==> src/rtl/mips_pkg.sv <==
// Shared definitions for the multi-cycle MIPS control unit: states, opcodes,
// ALU codes, datapath select encodings and the bundled control-word type.
package mips_pkg;

    typedef enum logic [2:0] {
        S_FETCH,
        S_FWAIT,
        S_DECODE,
        S_EXEC,
        S_MADDR,
        S_MWAIT,
        S_WB,
        S_FAULT
    } state_e;

    // Opcodes are zero-extended to the configured opcode width at the point of use.
    localparam int unsigned OP_ADD = 0;
    localparam int unsigned OP_SLI = 1;
    localparam int unsigned OP_J   = 2;
    localparam int unsigned OP_JAL = 3;
    localparam int unsigned OP_LW  = 4;
    localparam int unsigned OP_SW  = 5;
    localparam int unsigned OP_BEQ = 6;

    localparam logic [2:0] ALU_ADD  = 3'b000;
    localparam logic [2:0] ALU_SUB  = 3'b001;
    localparam logic [2:0] ALU_SLLI = 3'b010;
    localparam logic [2:0] ALU_ADDR = 3'b011;

    localparam logic [1:0] DST_RT  = 2'b00;
    localparam logic [1:0] DST_RD  = 2'b01;
    localparam logic [1:0] DST_R31 = 2'b10;

    localparam logic [1:0] WB_ALU = 2'b00;
    localparam logic [1:0] WB_MDR = 2'b01;
    localparam logic [1:0] WB_PC  = 2'b10;

    typedef struct packed {
        logic [1:0] reg_dst;
        logic [1:0] mem_to_reg;
        logic [2:0] alu_op;
        logic       alu_src;
        logic       reg_write;
        logic       jump;
        logic       branch;
        logic       pc_write;
        logic       ir_load;
        logic       mov;
        logic       rw;
        logic       mar_en;
        logic       mdr_en;
        logic       fault;
        logic       instr_done;
    } ctrl_t;

endpackage

==> src/rtl/mem_wait_timer.sv <==
// Saturating wait-cycle counter for the MOV/MOC handshake; expired_o flags the
// wait cycle on which a missing MOC would reach MEM_TIMEOUT.
module mem_wait_timer #(
    parameter int MEM_TIMEOUT = 15,
    localparam int CW = $clog2(MEM_TIMEOUT + 1)
) (
    input  logic clk,
    input  logic reset,
    input  logic clear_i,
    input  logic enable_i,
    output logic expired_o
);

    logic [CW-1:0] cnt_q, cnt_d;

    always_comb begin
        cnt_d = cnt_q;
        if (clear_i) begin
            cnt_d = '0;
        end else if (enable_i && (cnt_q != CW'(MEM_TIMEOUT))) begin
            cnt_d = cnt_q + CW'(1);
        end
    end

    always_ff @(posedge clk) begin
        if (reset) begin
            cnt_q <= '0;
        end else begin
            cnt_q <= cnt_d;
        end
    end

    assign expired_o = enable_i && (cnt_q >= CW'(MEM_TIMEOUT - 1));

endmodule

==> src/rtl/multicycle_control.sv <==
// Multi-cycle MIPS control FSM with MOV/MOC memory handshake, illegal-opcode
// detection and a bounded memory wait that drops into a sticky FAULT state.
//   state  | meaning
//   FETCH  | PC -> MAR, arm wait timer
//   FWAIT  | instruction read in flight, wait for MOC
//   DECODE | latch opcode, dispatch (J completes here)
//   EXEC   | ALU op for ADD/SLI/BEQ
//   MADDR  | effective address -> MAR (SW also loads MDR)
//   MWAIT  | data access in flight, wait for MOC
//   WB     | register write-back
//   FAULT  | absorbing until reset
module multicycle_control
    import mips_pkg::*;
#(
    parameter int OPCODE_W    = 6,
    parameter int MEM_TIMEOUT = 15
) (
    input  logic                clk,
    input  logic                reset,
    input  logic [OPCODE_W-1:0] opcode,
    input  logic                zero,
    input  logic                MOC,
    output logic [1:0]          reg_dst,
    output logic [1:0]          mem_to_reg,
    output logic [2:0]          alu_op,
    output logic                alu_src,
    output logic                reg_write,
    output logic                jump,
    output logic                branch,
    output logic                pc_write,
    output logic                ir_load,
    output logic                MOV,
    output logic                RW,
    output logic                MAREnable,
    output logic                MDREnable,
    output logic                fault,
    output logic                instr_done
);

    localparam logic [OPCODE_W-1:0] K_ADD = OPCODE_W'(OP_ADD);
    localparam logic [OPCODE_W-1:0] K_SLI = OPCODE_W'(OP_SLI);
    localparam logic [OPCODE_W-1:0] K_J   = OPCODE_W'(OP_J);
    localparam logic [OPCODE_W-1:0] K_JAL = OPCODE_W'(OP_JAL);
    localparam logic [OPCODE_W-1:0] K_LW  = OPCODE_W'(OP_LW);
    localparam logic [OPCODE_W-1:0] K_SW  = OPCODE_W'(OP_SW);
    localparam logic [OPCODE_W-1:0] K_BEQ = OPCODE_W'(OP_BEQ);

    state_e              state_q, state_d;
    logic [OPCODE_W-1:0] op_q, op_d;
    logic                tmr_clear, tmr_en, tmr_expired;
    ctrl_t               ctrl, ctrl_o;

    mem_wait_timer #(.MEM_TIMEOUT(MEM_TIMEOUT)) u_timer (
        .clk       (clk),
        .reset     (reset),
        .clear_i   (tmr_clear),
        .enable_i  (tmr_en),
        .expired_o (tmr_expired)
    );

    always_ff @(posedge clk) begin
        if (reset) begin
            state_q <= S_FETCH;
            op_q    <= '0;
        end else begin
            state_q <= state_d;
            op_q    <= op_d;
        end
    end

    always_comb begin
        state_d   = state_q;
        op_d      = op_q;
        tmr_clear = 1'b0;
        tmr_en    = 1'b0;
        ctrl      = '0;
        unique case (state_q)
            S_FETCH: begin
                ctrl.mar_en = 1'b1;
                tmr_clear   = 1'b1;
                state_d     = S_FWAIT;
            end
            S_FWAIT: begin
                ctrl.mov = 1'b1;
                ctrl.rw  = 1'b1;
                if (MOC) begin
                    ctrl.mdr_en   = 1'b1;
                    ctrl.ir_load  = 1'b1;
                    ctrl.pc_write = 1'b1;
                    state_d       = S_DECODE;
                end else begin
                    tmr_en = 1'b1;
                    if (tmr_expired) state_d = S_FAULT;
                end
            end
            S_DECODE: begin
                op_d = opcode;
                if (opcode == K_ADD || opcode == K_SLI || opcode == K_BEQ) begin
                    state_d = S_EXEC;
                end else if (opcode == K_J) begin
                    ctrl.jump       = 1'b1;
                    ctrl.pc_write   = 1'b1;
                    ctrl.instr_done = 1'b1;
                    state_d         = S_FETCH;
                end else if (opcode == K_JAL) begin
                    state_d = S_WB;
                end else if (opcode == K_LW || opcode == K_SW) begin
                    state_d = S_MADDR;
                end else begin
                    state_d = S_FAULT;
                end
            end
            S_EXEC: begin
                if (op_q == K_BEQ) begin
                    ctrl.alu_op     = ALU_SUB;
                    ctrl.branch     = 1'b1;
                    ctrl.pc_write   = zero;
                    ctrl.instr_done = 1'b1;
                    state_d         = S_FETCH;
                end else begin
                    ctrl.alu_op  = (op_q == K_SLI) ? ALU_SLLI : ALU_ADD;
                    ctrl.alu_src = (op_q == K_SLI);
                    state_d      = S_WB;
                end
            end
            S_MADDR: begin
                ctrl.alu_op  = ALU_ADDR;
                ctrl.alu_src = 1'b1;
                ctrl.mar_en  = 1'b1;
                ctrl.mdr_en  = (op_q == K_SW);
                tmr_clear    = 1'b1;
                state_d      = S_MWAIT;
            end
            S_MWAIT: begin
                ctrl.mov = 1'b1;
                ctrl.rw  = (op_q == K_LW);
                if (MOC) begin
                    ctrl.mdr_en     = (op_q == K_LW);
                    ctrl.instr_done = (op_q != K_LW);
                    state_d         = (op_q == K_LW) ? S_WB : S_FETCH;
                end else begin
                    tmr_en = 1'b1;
                    if (tmr_expired) state_d = S_FAULT;
                end
            end
            S_WB: begin
                ctrl.reg_write  = 1'b1;
                ctrl.instr_done = 1'b1;
                state_d         = S_FETCH;
                if (op_q == K_ADD) begin
                    ctrl.reg_dst = DST_RD;
                end else if (op_q == K_LW) begin
                    ctrl.mem_to_reg = WB_MDR;
                end else if (op_q == K_JAL) begin
                    ctrl.reg_dst    = DST_R31;
                    ctrl.mem_to_reg = WB_PC;
                    ctrl.jump       = 1'b1;
                    ctrl.pc_write   = 1'b1;
                end
            end
            S_FAULT: begin
                ctrl.fault = 1'b1;
            end
            default: begin
                state_d = S_FAULT;
            end
        endcase
    end

    // Outputs are forced quiet while reset is held, whatever state the register is in.
    assign ctrl_o     = reset ? '0 : ctrl;
    assign reg_dst    = ctrl_o.reg_dst;
    assign mem_to_reg = ctrl_o.mem_to_reg;
    assign alu_op     = ctrl_o.alu_op;
    assign alu_src    = ctrl_o.alu_src;
    assign reg_write  = ctrl_o.reg_write;
    assign jump       = ctrl_o.jump;
    assign branch     = ctrl_o.branch;
    assign pc_write   = ctrl_o.pc_write;
    assign ir_load    = ctrl_o.ir_load;
    assign MOV        = ctrl_o.mov;
    assign RW         = ctrl_o.rw;
    assign MAREnable  = ctrl_o.mar_en;
    assign MDREnable  = ctrl_o.mdr_en;
    assign fault      = ctrl_o.fault;
    assign instr_done = ctrl_o.instr_done;

endmodule

==> config.mk <==
export PLATFORM = sky130hd
export DESIGN_NAME = multicycle_control
export DESIGN_NICKNAME = d
export VERILOG_FILES = /design/src/rtl/mips_pkg.sv /design/src/rtl/mem_wait_timer.sv /design/src/rtl/multicycle_control.sv
export SDC_FILE = /design/constraint.sdc
export NUM_CORES = 1
export LEC_CHECK = 0
export ABC_AREA = 1
export BUFFER_PORTS_ARGS = -buffer_cell sky130_fd_sc_hd__buf_2
export CORE_MARGIN = 2
export CORE_UTILIZATION = 35
export DETAILED_ROUTE_END_ITERATION = 12
export GPL_TIMING_DRIVEN = 0
export PLACE_DENSITY_LB_ADDON = 0.05
export SYNTH_ARGS = -nofsm -noshare
export SYNTH_HDL_FRONTEND = slang
export SYNTH_HIERARCHICAL = 1
export SYNTH_SLANG_ARGS = --single-unit
export TNS_END_PERCENT = 1
==> constraint.sdc <==
create_clock -name clk -period 1.8 [get_ports clk]
set_input_delay 0.27 -clock clk [delete_from_list [all_inputs] [get_ports clk]]
set_output_delay 0.27 -clock clk [all_outputs]
set_load 0.005 [all_outputs]
# Word level (Yosys, flattened, before mapping)
# Index checks and enable logic that the tools add are counted.
[totals] wordCells=81 in_bits=10 regBits=13 output_inout_bits=19
[classes] eq_ne=20 n_reduce_logical=12 magnitude_cmp=1 add_sub_neg=1 muxes=44
[ops] operator="$eq A6 B3 Y1 const B" count=6
[ops] operator="$mux W3" count=8
[ops] operator="$pmux W3 S7" count=1
[ops] operator="$mux W19" count=1
[ops] operator="$eq A6 B2 Y1 const B" count=3
[ops] operator="$mux W2" count=9
[ops] operator="$mux W1" count=17
[ops] operator="$eq A3 B3 Y1 const B" count=4
[ops] operator="$eq A6 B1 Y1 const B" count=2
[ops] operator="$logic_not A6 Y1" count=2
[ops] operator="$mux W4" count=2
[ops] operator="$pmux W1 S4" count=2
[ops] operator="$pmux W4 S2" count=1
[ops] operator="$reduce_bool A7 Y1" count=1
[ops] operator="$eq A3 B2 Y1 const B" count=2
[ops] operator="$ne A6 B3 Y1 const B" count=1
[ops] operator="$reduce_or A2 Y1" count=3
[ops] operator="$add A4 B1 Y4 const B" count=1
[ops] operator="$ge A4 B4 Y1 const B" count=1
[ops] operator="$ne A4 B4 Y1 const B" count=1
[ops] operator="$pmux W2 S2" count=1
[ops] operator="$eq A3 B1 Y1 const B" count=1
[ops] operator="$logic_not A3 Y1" count=1
[ops] operator="$logic_or A1 B1 Y1" count=3
[ops] operator="3 further kinds" count=4

# Logic depth before layout (Yosys ltp)
# Gate-level depths: netlist of run 1.
[logic_depth] word_depth=7 mapped_depth=12 mapped_depth_nobuf=12

# Hierarchy
# The synthesis of run 1 kept the hierarchy.
[modules_own_cells] mod="multicycle_control" n_inst=1 cells_each=138 area_per_inst_um2=768.2
[modules_own_cells] mod="mem_wait_timer" n_inst=1 cells_each=34 area_per_inst_um2=251.5

# Worst setup path before layout of run 1
# Ideal clock, no wire load.
[synth_path] path_type="register -> register" startpoint="reg state_q[0]" endpoint="reg state_q[2]" stages_incl_launch_ff=13 arrival_ns=1.507 required_ns=1.742 path_slack_ns=0.235 path_cell_list="dfxtp_1 > inv_2 > nor2_2 > inv_2 > nor2_1 > o21ai_0 > nor2_1 > o21ai_0 > o21ai_1 > nor2_1 > nand3_1 > nand2_1 > nand2_1"
[synth_via] elab_chain_len=7 word_cells_on_any_way=15 classes_between="eq/ne (6); mux (5); reduce/logical (4)"
[synth_lines] element="start: declaration" line="multicycle_control.sv:48" text="state_e state_q, state_d;"
[synth_lines] element="start signal: assignment" line="multicycle_control.sv:66" text="state_q <= state_d;"
[synth_lines] element="$eq A3 B1 Y1 / $eq A3 B3 Y1 (equally long branches)" line="multicycle_control.sv:77" text="unique case (state_q)"
[synth_lines] element="$reduce_or A2 Y1 (no line) (*)"
[synth_lines] element="$mux W1 (*)"
[synth_lines] element="net tmr_en" line="multicycle_control.sv:50" text="logic tmr_clear, tmr_en, tmr_expired;"
[synth_lines] element="$logic_and A1 B1 Y1 (*)" line="mem_wait_timer.sv:33" text="assign expired_o = enable_i && (cnt_q >= CW'(MEM_TIMEOUT - 1));"
[synth_lines] element="net tmr_expired" line="multicycle_control.sv:50"
[synth_lines] element="$mux W3 (*)"
[synth_lines] element="$mux W3, on equally long branches"
[synth_lines] element="$pmux W3 S7 (*)" line="multicycle_control.sv:77"
# The timed path passes the listed nets; every way through them passes the cells marked *.
# A chain may end at the register's enable or synchronous reset.

# Worst setup path in the final report of run 1
[layout_path] startpoint="reg state_q[1]" endpoint="out pc_write"
[layout_via] elab_chain_len=3 word_cells_on_any_way=6 classes_between="eq/ne (4); mux (2)"
[layout_lines] element="$eq A3 B3 Y1 (tied with other cells)" line="multicycle_control.sv:77"
[layout_lines] element="$pmux W1 S4 (*)" line="multicycle_control.sv:77"
[layout_lines] element="$mux W19 (*)" line="multicycle_control.sv:171" text="assign ctrl_o = reset ? '0 : ctrl;"
[layout_lines] element="end: declaration" line="multicycle_control.sv:30" text="output logic pc_write,"
# Every way passes the cells marked *; elsewhere a longest branch is shown, timed or not.

==> impl_metrics.json, run 1 <==
{
  "clockBufferDepth": 2,
  "dp_hpwl_um": 2090,
  "ir_drop_uv": 361,
  "synth_seq_cells": 13,
  "p_int_mw": 0.454,
  "swShare_pct": 32.4,
  "synth_xor_area_share_pct": 0,
  "clk_latency_ps": 270,
  "cp_max_fo": 8,
  "fin_skew_ps": 3.29,
  "comb_power_share_pct": 26.2,
  "syn_to_final_growth_pct": 34.7,
  "syn-num-nets": 184,
  "fillCellCount": 311,
  "synth_fa_ha_area_share_pct": 2.45,
  "path_cells": "buf_6 > buf_6 > nand3_4 > nor2_1 > nand2_1 > nand4_1 > and2_1 > buf_2",
  "die_area_mm2": 0.00336,
  "overflow": 0,
  "slowest_stage": "dfxtp_2",
  "synth-main-ff-cell": "dfxtp_1",
  "fmax_mhz": 579,
  "status": "finished clean",
  "path_clk_slew_ps": 80,
  "post-route-cell-area_mm2": 0.00137,
  "period_needed_ps": 1730,
  "worstPathArrival_ps": 1460,
  "ys_top_cells_by_count": "nor2_1, nand2_1, nand3_1",
  "grt_start_max_net_pins": 11,
  "tns_ps": 0,
  "min_from": "opcode[5]",
  "nets": 220,
  "yosys-mux-area-fraction_pct": 0,
  "seqPwrFrac_pct": 47.2,
  "vias": 1156,
  "cp_common_cell": "buf_6",
  "cts_buffers": 3,
  "grt_util_all_layers_pct": 17.1,
  "ff2ff_setup_slack_ps": 180,
  "synth_top_area_share_pct": 25.5,
  "die_h_um": 58.0,
  "grt_pass1_wl_um": 4560,
  "final_hold_viol_count": 0,
  "syn_area_per_cell_um2": 5.93,
  "cpPeakStageDelay_ps": 330,
  "leakagePower_nw": 0.649,
  "drive_gt1_share_pct": 37.7,
  "ys_async_sr_fraction_pct": 0,
  "synth_edf_count": 0,
  "crit_path_start_kind": "flip-flop",
  "gp_congestion": 0.785,
  "synth_top_family_by_area": "simple AND/OR/NAND/NOR gates",
  "grt_pass1_vias": 1108,
  "cp_data_required_time_ps": 1530,
  "wl_per_cell_um": 10.8,
  "hold_buffers": 0,
  "fin_crit_sh_pct": 95.9,
  "power_density_mw_per_mm2": 489,
  "post_synth_and_or_nand_nor_area_fraction_pct": 47.9,
  "drv_slew": 0,
  "postPlaceCellArea_mm2": 0.00119,
  "min_to": "op_q[5]$_SDFFE_PP0P_",
  "cts_max_level": 1,
  "setup-violations-final": 0,
  "path_depth": 8,
  "max-cap-violations": 0,
  "wirelength_um": 2570,
  "seq_area_frac_synth_pct": 25.5,
  "drt_pass1_iterations": 4,
  "cts_sinks": 13,
  "clkPwrFrac_pct": 26.6,
  "n_antenna_cell": 0,
  "cts_root_buf": "clkbuf_4",
  "port_buffers": 27,
  "hold_class": "input port to flip-flop",
  "antenna_found_initial": 0,
  "crit_path_end_kind": "output pin",
  "synth.most_common_cell": "nor2_1",
  "viasPerCell": 4.86,
  "netlist_instances": 172,
  "drt_iter0_drc": 38,
  "synth_area_leaders": "dfxtp_1, nor2_1, nand2_1, nand3_1, o21ai_0",
  "p_switching_mw": 0.218,
  "yosysWarningCount": 6,
  "dieWidth_um": 58.0,
  "rows": 19,
  "syn_area_mm2": 0.00102,
  "drt_drc_violations_left": 0,
  "rsz0062_at_grt": "yes",
  "cpLargestDelayFamily": "simple AND/OR/NAND/NOR gates",
  "cp_num_buf_inv": 3,
  "core_area_mm2": 0.00276,
  "io_pins": 29,
  "critical_path_class": "flip-flop to output pin",
  "worstRegToRegCells": 12,
  "rr_startpoint": "state_q[0]$_SDFFE_PP0P_",
  "final_antenna_net_count": 0,
  "initial_core_util_pct": 37.0,
  "cts_tree": "yes",
  "hold-path-cell-count": 3,
  "r2r-end": "state_q[2]$_SDFFE_PP0P_",
  "ys_types": 26,
  "synth_compound_area_share_pct": 10.9,
  "synth_top_area_cell": "dfxtp_1"
}
## worst min-delay path: stages
cell    delay [ps]
buf_2           90
nor2_1          40
nor2_1          90
## layout by cell type (no fill, tap or decap), types with 2 or more instances in the layout
cell type   n
nor2_4      4
nand3_1    13
buf_6       2
clkbuf_1    2
nor3_4      3
nand2_2     4
buf_4       7
nand2_1    27
nor3_1      3
dfxtp_4     2
clkbuf_4    3
dfxtp_2     3
a21oi_1     6
nand4_1     4
nand3_2     4
inv_2       9
inv_1      12
dfxtp_1     8
buf_2      27
ha_1        2
nor2_1     37
o21ai_0    10
nor2_2      2
## metrics by stage
| stage | std cells | total power [mW] | util, % | setup slack [ps] | hold slack [ps] |
|---|---|---|---|---|---|
| 6_report | 238 | 0.672 | 49.8 | 73.0 | 249 |
| 4_1_cts | 236 | 0.661 | 46.0 | -35.9 | 245 |
| 5_1_grt | 238 | 0.721 | 49.8 | -54.7 | 261 |
| 3_5_place_dp | 230 | 0.464 | 43.3 | -37.8 | 506 |
| 3_3_place_gp | 230 | 0.462 | 43.3 | -4.06 | 498 |
| 2_1_floorplan | 172 | 0.418 | - | 235 | 405 |
## what timing repair did
item                       CTS  global route
setup buffers                2             2
pin swaps                    4             5
gates cloned                 0             0
setup endpoints to repair   11            14
gates resized for setup     10            25
## logic make-up (layout without fill, tap and decap cells)
| logic type | Yosys count | after routing |
|---|---|---|
| AND/OR/NAND/NOR | 106 | 106 |
| buffers and inverters | 29 | 64 |
| AO/OA/AOI/OAI | 21 | 21 |
| adder cells (fa/ha/maj) | 2 | 2 |
| flip-flops | 13 | 13 |
| other | 1 | 1 |
## worst max-delay path by stage
| stage | startpoint | endpoint | slack (ps) |
|---|---|---|---|
| after floorplan | state_q[0]$_SDFFE_PP0P_ | state_q[2]$_SDFFE_PP0P_ | 240 |
| after global placement | state_q[1]$_SDFFE_PP0P_ | MDREnable | -4 |
| after detailed placement | state_q[0]$_SDFFE_PP0P_ | state_q[2]$_SDFFE_PP0P_ | -40 |
| after CTS | state_q[1]$_SDFFE_PP0P_ | instr_done | -40 |
| after global routing | state_q[1]$_SDFFE_PP0P_ | instr_done | -50 |
| final | state_q[1]$_SDFFE_PP0P_ | pc_write | 70 |
## area by class of cell
| cell class | instances | area, µm² | area share, % |
|---|---|---|---|
| plain buffers | 7 | 50.0 | 3.64 |
| repair buffers | 31 | 169 | 12.3 |
| clock buffers | 4 | 26.3 | 1.91 |
| flip-flops and latches | 13 | 272 | 19.8 |
| inverters | 22 | 85.1 | 6.19 |
| multi-input cells | 130 | 733 | 53.4 |
| well taps | 31 | 38.8 | 2.82 |
## layer usage
metal	global-route usage [%]	up-vias	share of wire (%)
met1	20.3	523	45
met5	0	-	0
li1	-	616	-
met4	2.99	0	0
met2	31.2	17	52
met3	4.46	0	3.3
## flip-flops by register name, indices dropped and copies added, names as in the netlist
name	flops
u_timer/cnt_q	4
op_q	6
state_q	3
## power by group through the flow
stage	registers (mW)	clock network, mW	logic, mW
floorplan	0.315	0	0.102
global placement	0.318	0	0.144
detailed placement	0.319	0	0.146
CTS	0.315	0.191	0.155
global route	0.319	0.202	0.199
finish	0.317	0.179	0.176
Note: power is estimated with default switching activity, not from simulation.
==> inputs of run 2 (changes only) <==
--- a/config.mk
+++ b/config.mk
@@ -12,6 +12,7 @@
 export DETAILED_ROUTE_END_ITERATION = 12
 export GPL_TIMING_DRIVEN = 0
 export PLACE_DENSITY_LB_ADDON = 0.05
+export RECOVER_POWER = 100
 export SYNTH_ARGS = -nofsm -noshare
 export SYNTH_HDL_FRONTEND = slang
 export SYNTH_HIERARCHICAL = 1
==> run 2 against run 1 <==
Die area did not move. Core utilization fell by 0.14 points. Hold slack barely moved. Design area fell by 0.27%. Cell count did not move. Register-to-register slack barely moved. Largest power group unchanged.
==> impl_metrics.json, run 2 (synthesized netlist as in run 1, its figures left out) <==
{
  "status": "finished clean",
  "drv_slew": 0,
  "cp_max_fo": 8,
  "initial_core_util_pct": 37.0,
  "period_needed_ps": 1730,
  "cts_tree": "yes",
  "drt_drc_violations_left": 0,
  "dieWidth_um": 58.0,
  "fmax_mhz": 579,
  "dp_hpwl_um": 2090,
  "grtUsageMet2_pct": 31.2,
  "grt_util_all_layers_pct": 17.1,
  "final_common_cell": "nor2_1",
  "grt_pass1_vias": 1108,
  "cts_max_level": 1,
  "worstPathArrival_ps": 1460,
  "die_h_um": 58.0,
  "hold_class": "input port to flip-flop",
  "cp_data_required_time_ps": 1530,
  "n_antenna_cell": 0,
  "power_density_mw_per_mm2": 490,
  "leakagePower_nw": 0.645,
  "grt_util_met1_pct": 20.3,
  "cts_root_buf": "clkbuf_4",
  "die_area_mm2": 0.00336,
  "final_hold_viol_count": 0,
  "io_pins": 29,
  "cp_num_buf_inv": 3,
  "wirelength_um": 2570,
  "fin_ws_ps": 73.0,
  "cpLargestDelayFamily": "simple AND/OR/NAND/NOR gates",
  "fin_crit_sh_pct": 95.9,
  "critical_path_class": "flip-flop to output pin",
  "drive_gt1_share_pct": 37.2,
  "syn_to_final_growth_pct": 34.4,
  "top_regs": "op_q (6), u_timer/cnt_q (4), state_q (3)",
  "grt_start_max_net_pins": 11,
  "fillCellCount": 311,
  "path_clk_slew_ps": 80,
  "gp_congestion": 0.785,
  "cts_buffers": 3,
  "vias": 1156,
  "rows": 19,
  "cpPeakStageDelay_ps": 330,
  "ir_drop_uv": 361,
  "rsz0062_at_grt": "yes",
  "final_antenna_net_count": 0,
  "post-place-ws_ps": -37.8,
  "overflow": 0,
  "max-cap-violations": 0,
  "path_cells": "buf_6 > buf_6 > nand3_4 > nor2_1 > nand2_1 > nand4_1 > and2_1 > buf_2",
  "slowest_stage": "dfxtp_2",
  "drt_iter0_drc": 38,
  "core_area_mm2": 0.00276,
  "total_power_mw": 0.671,
  "fin_skew_ps": 3.29,
  "crit_path_end_kind": "output pin",
  "wl_per_cell_um": 10.8,
  "cts_sinks": 13,
  "drt_pass1_iterations": 4,
  "regMostFlops": "op_q",
  "antenna_found_initial": 0,
  "grt_use_met3_pct": 4.46,
  "grt_pass1_wl_um": 4560,
  "clk_latency_ps": 270,
  "cp_common_cell": "buf_6",
  "nets": 220,
  "setup-violations-final": 0,
  "grt.busiest_layer": "met2",
  "final_cell_mix": "nor2_1, nand2_1, buf_2",
  "largest_reg_flops": 6,
  "crit_path_start_kind": "flip-flop",
  "clockBufferDepth": 2,
  "port_buffers": 27,
  "hold_buffers": 0,
  "viasPerCell": 4.86
}
==> run 2: cell types whose count changed in the layout (fill, tap and decap cells not counted) <==
| cell | change |
|---|---|
| clkbuf_1 | +1 |
| buf_4 | -1 |
==> run 2: worst paths after layout <==
kind | slack, ps | cells after the start | endpoint | from
min reg2reg | 530 | 2 | u_timer/cnt_q[3]$_SDFFE_PP0P_ | u_timer/cnt_q[3]$_SDFFE_PP0P_
max reg2reg | 180 | 12 | state_q[2]$_SDFFE_PP0P_ | state_q[0]$_SDFFE_PP0P_
max | 70 | 8 | pc_write | state_q[1]$_SDFFE_PP0P_
min | 250 | 3 | op_q[5]$_SDFFE_PP0P_ | opcode[5]
==> run 2: repair_timing <==
| action | CTS | global route |
|---|---|---|
| setup buffers | 2 | 2 |
| setup endpoints to repair | 11 | 14 |
| pin swaps | 4 | 5 |
| gates resized for setup | 10 | 25 |
==> run 2: worst min-delay path, delay by kind of cell <==
| family | cells | cell delay [ps] |
|---|---|---|
| and+or+nand+nor | 2 | 130 |
| buffers and inverters | 1 | 90 |
==> run 2: layout make-up <==
type,count,area [µm²],share of cell area (%)
multi-input combinational,130,733,53.5
buffer,7,46.3,3.38
tap,31,38.8,2.83
inverter,22,85.1,6.21
timing repair buffer,31,169,12.3
clock buffer,4,26.3,1.92
sequential,13,272,19.8
==> run 2: layer usage <==
layer	wire (µm)	part of all wire, %
met2	1330	52
met5	0	0
met3	84	3.3
met4	0	0
met1	1160	45
==> run 2: report_power, final <==
group / total [mW] / leakage, nW / switching, mW / internal (mW)
sequential: 0.317 / 0.108 / 0.0189 / 0.298
clock: 0.179 / 0.0150 / 0.0928 / 0.0858
combinational: 0.175 / 0.522 / 0.106 / 0.0695
total: 0.671 / 0.645 / 0.218 / 0.454
==> run 2: per-stage QoR <==
step | util (%) | TNS, ps | hold slack, ps | std cells | instance area (µm²)
6_report | 49.7 | 0 | 250 | 238 | 1370
5_1_grt | 49.7 | -230 | 262 | 238 | 1370
4_1_cts | 46.0 | -93.7 | 245 | 236 | 1270
3_5_place_dp | 43.3 | -37.8 | 506 | 230 | 1190
3_3_place_gp | 43.3 | -4.06 | 498 | 230 | 1190
2_1_floorplan | - | 0 | 405 | 172 | 1020
